## src/rtl/muldiv_pkg.sv

```systemverilog
// ---------------------------------------------------------------------------
// muldiv_pkg
//
// Shared definitions for the iterative multiply/divide sequencer.
//
//   state_t  : sequencer states, IDLE through EXC
//   OP_MULT  : op encoding for multiply (0)
//   OP_DIV   : op encoding for divide   (1)
// ---------------------------------------------------------------------------
package muldiv_pkg;

  // Sequencer states. IDLE is the only state in which busy is low.
  typedef enum logic [2:0] {
    IDLE   = 3'd0,
    PREP   = 3'd1,
    RUN    = 3'd2,
    FIX    = 3'd3,
    COMMIT = 3'd4,
    EXC    = 3'd5
  } state_t;

  localparam logic OP_MULT = 1'b0;
  localparam logic OP_DIV  = 1'b1;

endpackage

```

## src/rtl/muldiv_step.sv

```systemverilog
// ---------------------------------------------------------------------------
// muldiv_step
//
// One combinational iteration of an unsigned radix-2 multiply or divide.
// The sequencer keeps a double-width working register {hi, lo} and feeds it
// through this block once per RUN cycle.
//
//   op       : OP_MULT selects shift-add, OP_DIV selects restoring divide
//   hi       : upper working half (partial product / partial remainder)
//   lo       : lower working half (multiplier bits / dividend-quotient bits)
//   operand  : multiplicand magnitude or divisor magnitude
//   hi_next  : updated upper half
//   lo_next  : updated lower half
// ---------------------------------------------------------------------------
module muldiv_step
  import muldiv_pkg::*;
#(
  parameter int WIDTH = 32
) (
  input  logic             op,
  input  logic [WIDTH-1:0] hi,
  input  logic [WIDTH-1:0] lo,
  input  logic [WIDTH-1:0] operand,
  output logic [WIDTH-1:0] hi_next,
  output logic [WIDTH-1:0] lo_next
);

  logic [WIDTH:0] sum;
  logic [WIDTH:0] shifted;
  logic [WIDTH:0] diff;

  // Multiply: the LSB of lo is the current multiplier bit. When it is set
  // the multiplicand is added into hi, and the whole {carry, hi, lo} moves
  // right by one so the consumed multiplier bit falls off the bottom.
  //
  // Divide: {hi, lo} shifts left by one, pulling the next dividend bit into
  // the partial remainder. If the divisor fits, it is subtracted and a 1 is
  // shifted into the quotient; otherwise the shifted remainder is kept.
  // The partial remainder always stays below the divisor, so diff[WIDTH]
  // is set exactly when the trial subtraction borrows.
  always_comb begin
    sum     = {1'b0, hi} + {1'b0, operand};
    shifted = {hi, lo[WIDTH-1]};
    diff    = shifted - {1'b0, operand};
    hi_next = hi;
    lo_next = lo;

    if (op == OP_DIV) begin
      if (!diff[WIDTH]) begin
        hi_next = diff[WIDTH-1:0];
        lo_next = {lo[WIDTH-2:0], 1'b1};
      end else begin
        hi_next = shifted[WIDTH-1:0];
        lo_next = {lo[WIDTH-2:0], 1'b0};
      end
    end else begin
      if (lo[0]) begin
        hi_next = sum[WIDTH:1];
        lo_next = {sum[0], lo[WIDTH-1:1]};
      end else begin
        hi_next = {1'b0, hi[WIDTH-1:1]};
        lo_next = {hi[0], lo[WIDTH-1:1]};
      end
    end
  end

endmodule

```

## src/rtl/muldiv_sequencer.sv

```systemverilog
// ---------------------------------------------------------------------------
// muldiv_sequencer
//
// Multi-cycle multiply/divide unit with HI/LO result registers. Operands are
// captured on start, reduced to magnitudes, iterated WIDTH times through
// muldiv_step, sign corrected, then committed to HI/LO with a one-cycle
// done/hilo_we pulse. A divide by zero skips the iteration and pulses Div0.
//
//   clock     : rising-edge clock
//   RESET_n   : asynchronous active-low reset
//   start     : launch an operation (honoured only in IDLE, abort low)
//   op        : 0 = multiply, 1 = divide
//   is_signed : operands are two's complement when high
//   abort     : cancel the operation in progress, return to IDLE
//   A, B      : multiplicand/multiplier or dividend/divisor
//   busy      : high in every state other than IDLE
//   done      : one-cycle pulse when HI/LO are written
//   hilo_we   : HI/LO write strobe, coincident with done
//   Div0      : one-cycle pulse on divide by zero
//   HI, LO    : product upper/lower half, or remainder/quotient
// ---------------------------------------------------------------------------
module muldiv_sequencer
  import muldiv_pkg::*;
#(
  parameter int WIDTH = 32,
  parameter int CNT_W = $clog2(WIDTH + 1)
) (
  input  logic             clock,
  input  logic             RESET_n,
  input  logic             start,
  input  logic             op,
  input  logic             is_signed,
  input  logic             abort,
  input  logic [WIDTH-1:0] A,
  input  logic [WIDTH-1:0] B,
  output logic             busy,
  output logic             done,
  output logic             hilo_we,
  output logic             Div0,
  output logic [WIDTH-1:0] HI,
  output logic [WIDTH-1:0] LO
);

  state_t           state;
  logic [CNT_W-1:0] cnt;

  // Operands as captured on the launching edge
  logic             op_q;
  logic             signed_q;
  logic [WIDTH-1:0] a_q;
  logic [WIDTH-1:0] b_q;

  // Iteration datapath
  logic [WIDTH-1:0] operand_q;
  logic [WIDTH-1:0] hi_acc;
  logic [WIDTH-1:0] lo_acc;
  logic             neg_q;
  logic             neg_r;

  logic             sign_a;
  logic             sign_b;
  logic [WIDTH-1:0] mag_a;
  logic [WIDTH-1:0] mag_b;

  logic [WIDTH-1:0] step_hi;
  logic [WIDTH-1:0] step_lo;

  logic [2*WIDTH-1:0] prod;
  logic [2*WIDTH-1:0] prod_neg;
  logic [WIDTH-1:0]   fix_hi;
  logic [WIDTH-1:0]   fix_lo;

  // Magnitudes of the captured operands. The most negative value maps to
  // 2^(WIDTH-1), which still fits in an unsigned WIDTH-bit field, so
  // MIN / -1 comes out as the MIN bit pattern without special handling.
  always_comb begin
    sign_a = signed_q & a_q[WIDTH-1];
    sign_b = signed_q & b_q[WIDTH-1];
    mag_a  = sign_a ? -a_q : a_q;
    mag_b  = sign_b ? -b_q : b_q;
  end

  muldiv_step #(
    .WIDTH(WIDTH)
  ) u_step (
    .op      (op_q),
    .hi      (hi_acc),
    .lo      (lo_acc),
    .operand (operand_q),
    .hi_next (step_hi),
    .lo_next (step_lo)
  );

  // Sign correction of the unsigned iteration result. A product is negated
  // as a full double-width value. For a divide the quotient follows the
  // XOR of the operand signs (truncation toward zero) and the remainder
  // follows the sign of the dividend.
  always_comb begin
    prod     = {hi_acc, lo_acc};
    prod_neg = -prod;
    fix_hi   = hi_acc;
    fix_lo   = lo_acc;
    if (op_q == OP_MULT) begin
      if (neg_q) begin
        fix_hi = prod_neg[2*WIDTH-1:WIDTH];
        fix_lo = prod_neg[WIDTH-1:0];
      end
    end else begin
      if (neg_q) begin
        fix_lo = -lo_acc;
      end
      if (neg_r) begin
        fix_hi = -hi_acc;
      end
    end
  end

  // Sequencer. All outputs are registered here alongside the state so that
  // busy/done/hilo_we/Div0 change only on clock edges (or reset). The
  // result is written to HI/LO on the FIX->COMMIT edge, so HI/LO already
  // show the new value during the cycle in which done is high. Abort from
  // any busy state wins over everything else and leaves HI/LO untouched.
  always_ff @(posedge clock or negedge RESET_n) begin
    if (!RESET_n) begin
      state     <= IDLE;
      cnt       <= '0;
      op_q      <= OP_MULT;
      signed_q  <= 1'b0;
      a_q       <= '0;
      b_q       <= '0;
      operand_q <= '0;
      hi_acc    <= '0;
      lo_acc    <= '0;
      neg_q     <= 1'b0;
      neg_r     <= 1'b0;
      busy      <= 1'b0;
      done      <= 1'b0;
      hilo_we   <= 1'b0;
      Div0      <= 1'b0;
      HI        <= '0;
      LO        <= '0;
    end else begin
      done    <= 1'b0;
      hilo_we <= 1'b0;
      Div0    <= 1'b0;

      if (state != IDLE && abort) begin
        state <= IDLE;
        cnt   <= '0;
        busy  <= 1'b0;
      end else begin
        case (state)
          IDLE: begin
            if (start && !abort) begin
              op_q     <= op;
              signed_q <= is_signed;
              a_q      <= A;
              b_q      <= B;
              busy     <= 1'b1;
              state    <= PREP;
            end
          end

          PREP: begin
            hi_acc    <= '0;
            lo_acc    <= mag_a;
            operand_q <= mag_b;
            neg_q     <= sign_a ^ sign_b;
            neg_r     <= sign_a;
            cnt       <= CNT_W'(WIDTH);
            if (op_q == OP_DIV && b_q == '0) begin
              Div0  <= 1'b1;
              state <= EXC;
            end else begin
              state <= RUN;
            end
          end

          // The counter enters at WIDTH and the final iteration runs with
          // it at 1, giving exactly WIDTH iterations.
          RUN: begin
            hi_acc <= step_hi;
            lo_acc <= step_lo;
            cnt    <= cnt - CNT_W'(1);
            if (cnt == CNT_W'(1)) begin
              state <= FIX;
            end
          end

          FIX: begin
            HI      <= fix_hi;
            LO      <= fix_lo;
            done    <= 1'b1;
            hilo_we <= 1'b1;
            state   <= COMMIT;
          end

          COMMIT: begin
            cnt   <= '0;
            busy  <= 1'b0;
            state <= IDLE;
          end

          EXC: begin
            cnt   <= '0;
            busy  <= 1'b0;
            state <= IDLE;
          end

          default: begin
            cnt   <= '0;
            busy  <= 1'b0;
            state <= IDLE;
          end
        endcase
      end
    end
  end

endmodule

```

## config.mk

```make
export PLATFORM = sky130hd
export DESIGN_NAME = muldiv_sequencer
export DESIGN_NICKNAME = d
export VERILOG_FILES = /design/src/rtl/muldiv_pkg.sv /design/src/rtl/muldiv_step.sv /design/src/rtl/muldiv_sequencer.sv
export SDC_FILE = /design/constraint.sdc
export NUM_CORES = 1
export LEC_CHECK = 0
export BUFFER_PORTS_ARGS = -buffer_cell sky130_fd_sc_hd__buf_2
export CAP_MARGIN = 0
export CORE_ASPECT_RATIO = 0.5
export CORE_MARGIN = 2
export CORE_UTILIZATION = 56
export DETAILED_ROUTE_END_ITERATION = 6
export PLACE_DENSITY = 0.8
export SLEW_MARGIN = 20
export SYNTH_ARGS = -nofsm -noshare
export SYNTH_HDL_FRONTEND = slang
export SYNTH_HIERARCHICAL = 1
export SYNTH_SLANG_ARGS = --single-unit
```

## constraint.sdc

```tcl
create_clock -name clock -period 3 [get_ports clock]
set_clock_uncertainty 0.05 [all_clocks]
set_input_delay 0.15 -clock clock [delete_from_list [all_inputs] [get_ports clock]]
set_output_delay 0.15 -clock clock [all_outputs]
set_load 0.01 [all_outputs]
```

==> flow_summary.ini, run 1 <==
[run_status]
status = complete, but fails checks
violations = setup timing

[detailed_routing]
num_vias = 17683
post-route-drc-count = 0
drt_iter0_drc = 2070
wirelength_um = 58700
vias_per_cell = 6.25
ant_nets = 0
dr.pass1.iters = 6
wire_per_inst_um = 20.8

[cts]
clockRootBuffer = clkbuf_16
path_clk_slew_ns = 0.07
clk_path_buf_depth = 3
cts_buffers = 23
clock_sinks = 240
clk_latency_ns = 0.58
cts_tree = done
cts_max_level = 1

[pwr]
power.leakage_nw = 10.1
total_power_w = 0.0273
p_per_area_nw_per_um2 = 1260
peakVddDrop_v = 0.000651

[die]
die-area_um2 = 32700
die_h_um = 129
design.core.area_um2 = 30500
ios = 138
rows = 45
die_width_um = 254
start_util_pct = 57.3

[synthesis]
async_flop_share_pct = 100
synthCells = 2044
postSynthAreaPerCell_um2 = 8.53
syn-num-nets = 2186
syn_area_um2 = 17400
synth-edff-count = 0
ys_types = 94
yosys_warnings = 6
ys.flop_type = dfrtp_1
synth_seq_cells = 240
yosysSeqAreaShare_pct = 34.4

[placed_design]
finalWeightedCongestion = 0.961
portBuffers = 137
pre_cts_slack_ns = -0.174
dp.final_hpwl_um = 40300

[grt]
grt_max_degree = 103
antenna_found_initial = 0
grt_usage_pct = 35.9
grt_pass1_wl_um = 92900
grt_pass1_vias = 17086
grt-ovfl-total = 0

[sta]
relSlewSlack_pct = 43.9
min_period_ns = 3.33
setup_violations = 33
hold_ws_ns = 0.0141
rsz0062_at_grt = yes
hold_violations = 0
worst_pin_slew_ns = 0.840
fin_ws_ns = -0.334
slew_viol_final = 0
fmax_mhz = 300
timing.final.crit_share_pct = 111

[critical_path]
critical_path_class = reg -> reg
critPathCaptureType = flip-flop
required_ns = 3.40
cp.arrival_ns = 3.74
start_kind = flip-flop
r2r_setup_slack_ns = -0.33
crit_fanout = 12

[run]
maxCapViolCount = 0

[final_layout]
layout.nets = 2531
syn2layout_area_growth_pct = 24.3
antennaDiodeCount = 0
drive_gt1_share_pct = 23.6
final_util_pct = 71.2

[worst_hold_path]
hold_class = in -> reg
[layout make-up]
type	count	area [um2]
inverter	70	263
clock buffer	28	614
clock inverter	14	248
tap	423	529
sequential	240	6010
multi-input combinational	1621	10900
fill	2311	8780
timing repair buffer	433	3160
[report_power, final]
| group | internal [W] | switching [W] |
|---|---|---|
| clock | 0.00200 | 0.00147 |
| sequential | 0.00447 | 0.00149 |
| combinational | 0.00817 | 0.00972 |
[layout by cell type (no fill, tap or decap), types with 22 or more instances in the layout]
cell type      instances
nor2b_1               24
o31ai_1               31
buf_2                136
clkbuf_16             23
xnor2_1               84
nor2_1               125
nand2_1              264
buf_4                219
a21oi_1              137
o21ai_1               22
nor4_1                33
nor3_1                57
dfrtp_1              238
xor2_1                78
o21ai_0              153
mux2_2                96
a21o_1                35
mux2i_1               29
ha_1                  69
nand3_1               56
a211oi_1              33
dlygate4sd3_1         68
inv_1                 66
[metal layers]
| layer | up-vias | routed length [um] | part of all wire, % | global-route usage [%] |
|---|---|---|---|---|
| li1 | 8098 | - | - | - |
| met1 | 8449 | 24300 | 41 | 47.5 |
| met4 | 0 | 2420 | 4.1 | 13.3 |
| met5 | - | 0 | 0 | 0 |
| met2 | 940 | 26600 | 45 | 58.4 |
| met3 | 196 | 5370 | 9.1 | 7.81 |
[cells by family after synthesis]
| logic type | synth area share, % |
|---|---|
| xor gates and xnor gates | 8.13 |
| adders and majority gates | 5.25 |
| DFF | 34.4 |
| AOI/OAI and AO/OA | 20.5 |
| muxes | 7.92 |
| buffers and inverters | 4.35 |
| and+or+nand+nor | 19.4 |
[worst paths after layout]
check,start,end,cells after the start
max reg2reg,lo_acc[31]$_DFFE_PN0P_,hi_acc[0]$_DFFE_PN0P_,16
max,lo_acc[31]$_DFFE_PN0P_,hi_acc[0]$_DFFE_PN0P_,16
min in group asynchronous,RESET_n,b_q[13]$_DFFE_PN0P_,2
max in group asynchronous,RESET_n,operand_q[23]$_DFFE_PN0P_,3
min,start,busy$_DFFE_PN0P_,5
min reg2reg,HI[24]$_DFFE_PN0P_,HI[24]$_DFFE_PN0P_,2
[cells in the mapped netlist (all sizes together) (35+ instances only)]
cell	number	share of area (%)
a211oi	38	1.6
nor4	39	1.6
nand2	265	5.7
clkbuf	96	2.2
a21oi	144	4.3
mux2	96	6.2
nor3	58	1.7
nor2	126	2.7
xor2	78	3.9
xnor2	84	4.2
ha	70	5.0
inv	67	1.4
a21o	35	1.5
o21ai	176	5.0
dfrtp	240	34
nand3	58	1.7
[sequential cells by signal, indices dropped and copies added (netlist names), 3 cells and up]
signal and count:
lo_acc 32, b_q 32, a_q 32, hi_acc 32, LO 32, operand_q 32
state 3, HI 32, cnt 6
[timing repair]
action,in CTS,in global routing
setup buffers,7,12
hold buffers,68,0
pin swaps,13,13
gates resized for setup,15,10
hold endpoints to repair,272,0
endpoints found under the setup margin,31,37
[critical path, stage by stage, from the launching register on]
cell,delay (ns)
dfrtp_1,0.38
inv_2,0.07
ha_4,0.17
fa_2,0.35
nand2b_4,0.17
a21oi_4,0.20
o2111ai_4,0.17
a21boi_2,0.26
o2111ai_2,0.14
and3_4,0.20
nor3_4,0.18
buf_6,0.18
buf_12,0.16
nor2_1,0.07
a311oi_1,0.27
nand2_1,0.10
o31ai_1,0.10
[per-stage QoR]
stage          TNS (ns)  cell area (um2)  instances
2_1_floorplan    -0.460            17500       2044
5_1_grt          -10.47            21700       2829
4_1_cts           -3.08            21600       2818
3_5_place_dp      -3.62            19900       2701
6_report          -7.17            21700       2829
3_3_place_gp      -2.55            19900       2701
Power figures use the tool's default switching activity.
==> run 2, diff against run 1 <==
--- a/config.mk
+++ b/config.mk
@@ -12,8 +12,10 @@
 export CORE_UTILIZATION = 56
 export DETAILED_ROUTE_END_ITERATION = 6
 export PLACE_DENSITY = 0.8
+export SETUP_SLACK_MARGIN = 0.2
 export SLEW_MARGIN = 20
 export SYNTH_ARGS = -nofsm -noshare
 export SYNTH_HDL_FRONTEND = slang
 export SYNTH_HIERARCHICAL = 1
 export SYNTH_SLANG_ARGS = --single-unit
+export TNS_END_PERCENT = 5
==> run 2 against run 1 <==
Combinational power barely moved. First-iteration DRC count is 6.5% lower. Flip-flop and latch count unchanged. Non-clock buffer count fell by 21. The run still ends with setup timing left. Routed wire length decreased by 3.0%. Register-to-register slack gained 0.03 ns. Cell area grew 0.36%. Cell count is 0.67% lower. Worst hold slack better by 0.035 ns. Sequential power hardly changed. Core utilization is 0.25 points higher.
==> flow_summary.ini, run 2 (same netlist as run 1, synthesis figures left out) <==
[placed_design]
finalWeightedCongestion = 0.941
pre_cts_slack_ns = -0.230
dp_cells = 2693
dp.final_hpwl_um = 39300
portBuffers = 137

[sta]
setup_violations = 33
timing.final.crit_share_pct = 110
fmax_mhz = 303
worst_pin_slew_ns = 0.827
relSlewSlack_pct = 44.9
min_period_ns = 3.31
rsz0062_at_grt = yes
fin_ws_ns = -0.305
hold_ws_ns = 0.0490
hold_violations = 0
slew_viol_final = 0

[grt]
grtUsageMet1_pct = 45.8
grt-busiest-layer = met2
grt_pass1_wl_um = 89500
antenna_found_initial = 4
grt_usage_pct = 34.4
use_met3_pct = 7.63
grtUsageMet2_pct = 56.5
grt-ovfl-total = 0
grt_pass1_vias = 16676
grt_max_degree = 102

[die]
die_width_um = 254
design.core.area_um2 = 30500
start_util_pct = 57.3
die-area_um2 = 32700
die_h_um = 129
ios = 138
rows = 45

[final_layout]
syn2layout_area_growth_pct = 24.7
fin_cells = 2810
layout.nets = 2511
final_util_pct = 71.4
final_common_cell = nand2_1
drive_gt1_share_pct = 24.3
layout_common_cells = 264 x nand2_1, 237 x dfrtp_1, 198 x buf_4

[cts]
clk_latency_ns = 0.57
clock_sinks = 240
cts_tree = done
clockRootBuffer = clkbuf_16
clk_path_buf_depth = 3
cts_max_level = 1
cts_buffers = 24
path_clk_slew_ns = 0.08

[critical_path]
required_ns = 3.41
start_kind = flip-flop
critical_path_class = reg -> reg
reg2reg_depth = 15
crit_fanout = 10
critPathCaptureType = flip-flop
cp.arrival_ns = 3.71

[detailed_routing]
post-route-drc-count = 0
num_vias = 17430
wirelength_um = 57000
vias_per_cell = 6.20
dr.pass1.iters = 6
drt_iter0_drc = 1936
wire_per_inst_um = 20.3
ant_nets = 0

[pwr]
p_per_area_nw_per_um2 = 1240
peakVddDrop_v = 0.000641
total_power_w = 0.0270
power.leakage_nw = 10.0

[worst_hold_path]
min_path_cells = 5
hold_class = in -> reg

[run]
maxCapViolCount = 0

[run_status]
violations = setup timing
status = complete, but fails checks
==> run 2: cell count changes in the layout (fill, tap and decap cells not counted), sizes merged <==
cell      change
buf          -21
bufinv        -3
clkbuf        +3
clkinv        +3
inv           -3
clkinvlp      +1
diode         +1
==> run 2: metal layers <==
metal / routed length [um] / part of all wire [%]
met1: 23800 / 42
met3: 4800 / 8.4
met5: 27 / 0.047
met4: 1990 / 3.5
met2: 26400 / 46
==> run 2: worst max-delay path: stages (launching register included) <==
cell and delay, ns:
dfrtp_1 0.43, ha_4 0.19, fa_2 0.33, nand2b_4 0.16, a21oi_4 0.20, o2111ai_4 0.17, a21boi_2 0.25, o2111ai_2 0.15
and3_4 0.24, nor3_4 0.16, buf_12 0.17, buf_12 0.16, mux2i_1 0.24, a21o_1 0.14, nand2_1 0.05, o31ai_1 0.09
==> run 2: final cells by class <==
class / count / area [um2]
inverter: 70 / 263
clock buffer: 31 / 677
timing repair buffer: 412 / 3050
fill: 2285 / 8700
clock inverter: 12 / 158
tap: 423 / 529
antenna: 1 / 2.50
sequential: 240 / 6010
multi-input combinational: 1621 / 11100
==> run 2: metrics by stage <==
stage	cell area [um2]	setup TNS [ns]
global placement	19800	-1.36
detailed placement	19800	-4.97
global route	21800	-9.06
CTS	21400	-5.09
floorplan	17500	-0.688
finish	21800	-5.91
==> run 2: final timing paths <==
kind	startpoint	to	slack, ns
max	operand_q[0]$_DFFE_PN0P_	hi_acc[1]$_DFFE_PN0P_	-0.31
min	start	busy$_DFFE_PN0P_	0.05
max reg2reg	operand_q[0]$_DFFE_PN0P_	hi_acc[1]$_DFFE_PN0P_	-0.31
min reg2reg	HI[8]$_DFFE_PN0P_	HI[8]$_DFFE_PN0P_	0.43
max in group asynchronous	RESET_n	hilo_we$_DFF_PN0_	2.01
min in group asynchronous	RESET_n	a_q[25]$_DFFE_PN0P_	0.11
==> run 2: power breakdown <==
part / switching [W] / total (W) / internal, W
Combinational: 0.00968 / 0.0177 / 0.00805
Sequential: 0.00150 / 0.00597 / 0.00448
Clock: 0.00143 / 0.00329 / 0.00186
Total: 0.0126 / 0.0270 / 0.0144
==> run 2: repair_timing <==
item / 4_1_cts / 5_1_grt
buffers inserted: 1 / 3
resized for setup: 13 / 52
hold endpoints to repair: 187 / 0
endpoints found under the setup margin: 36 / 53
hold buffers: 68 / 0
cloned: 1 / 0
pin swaps: 18 / 19
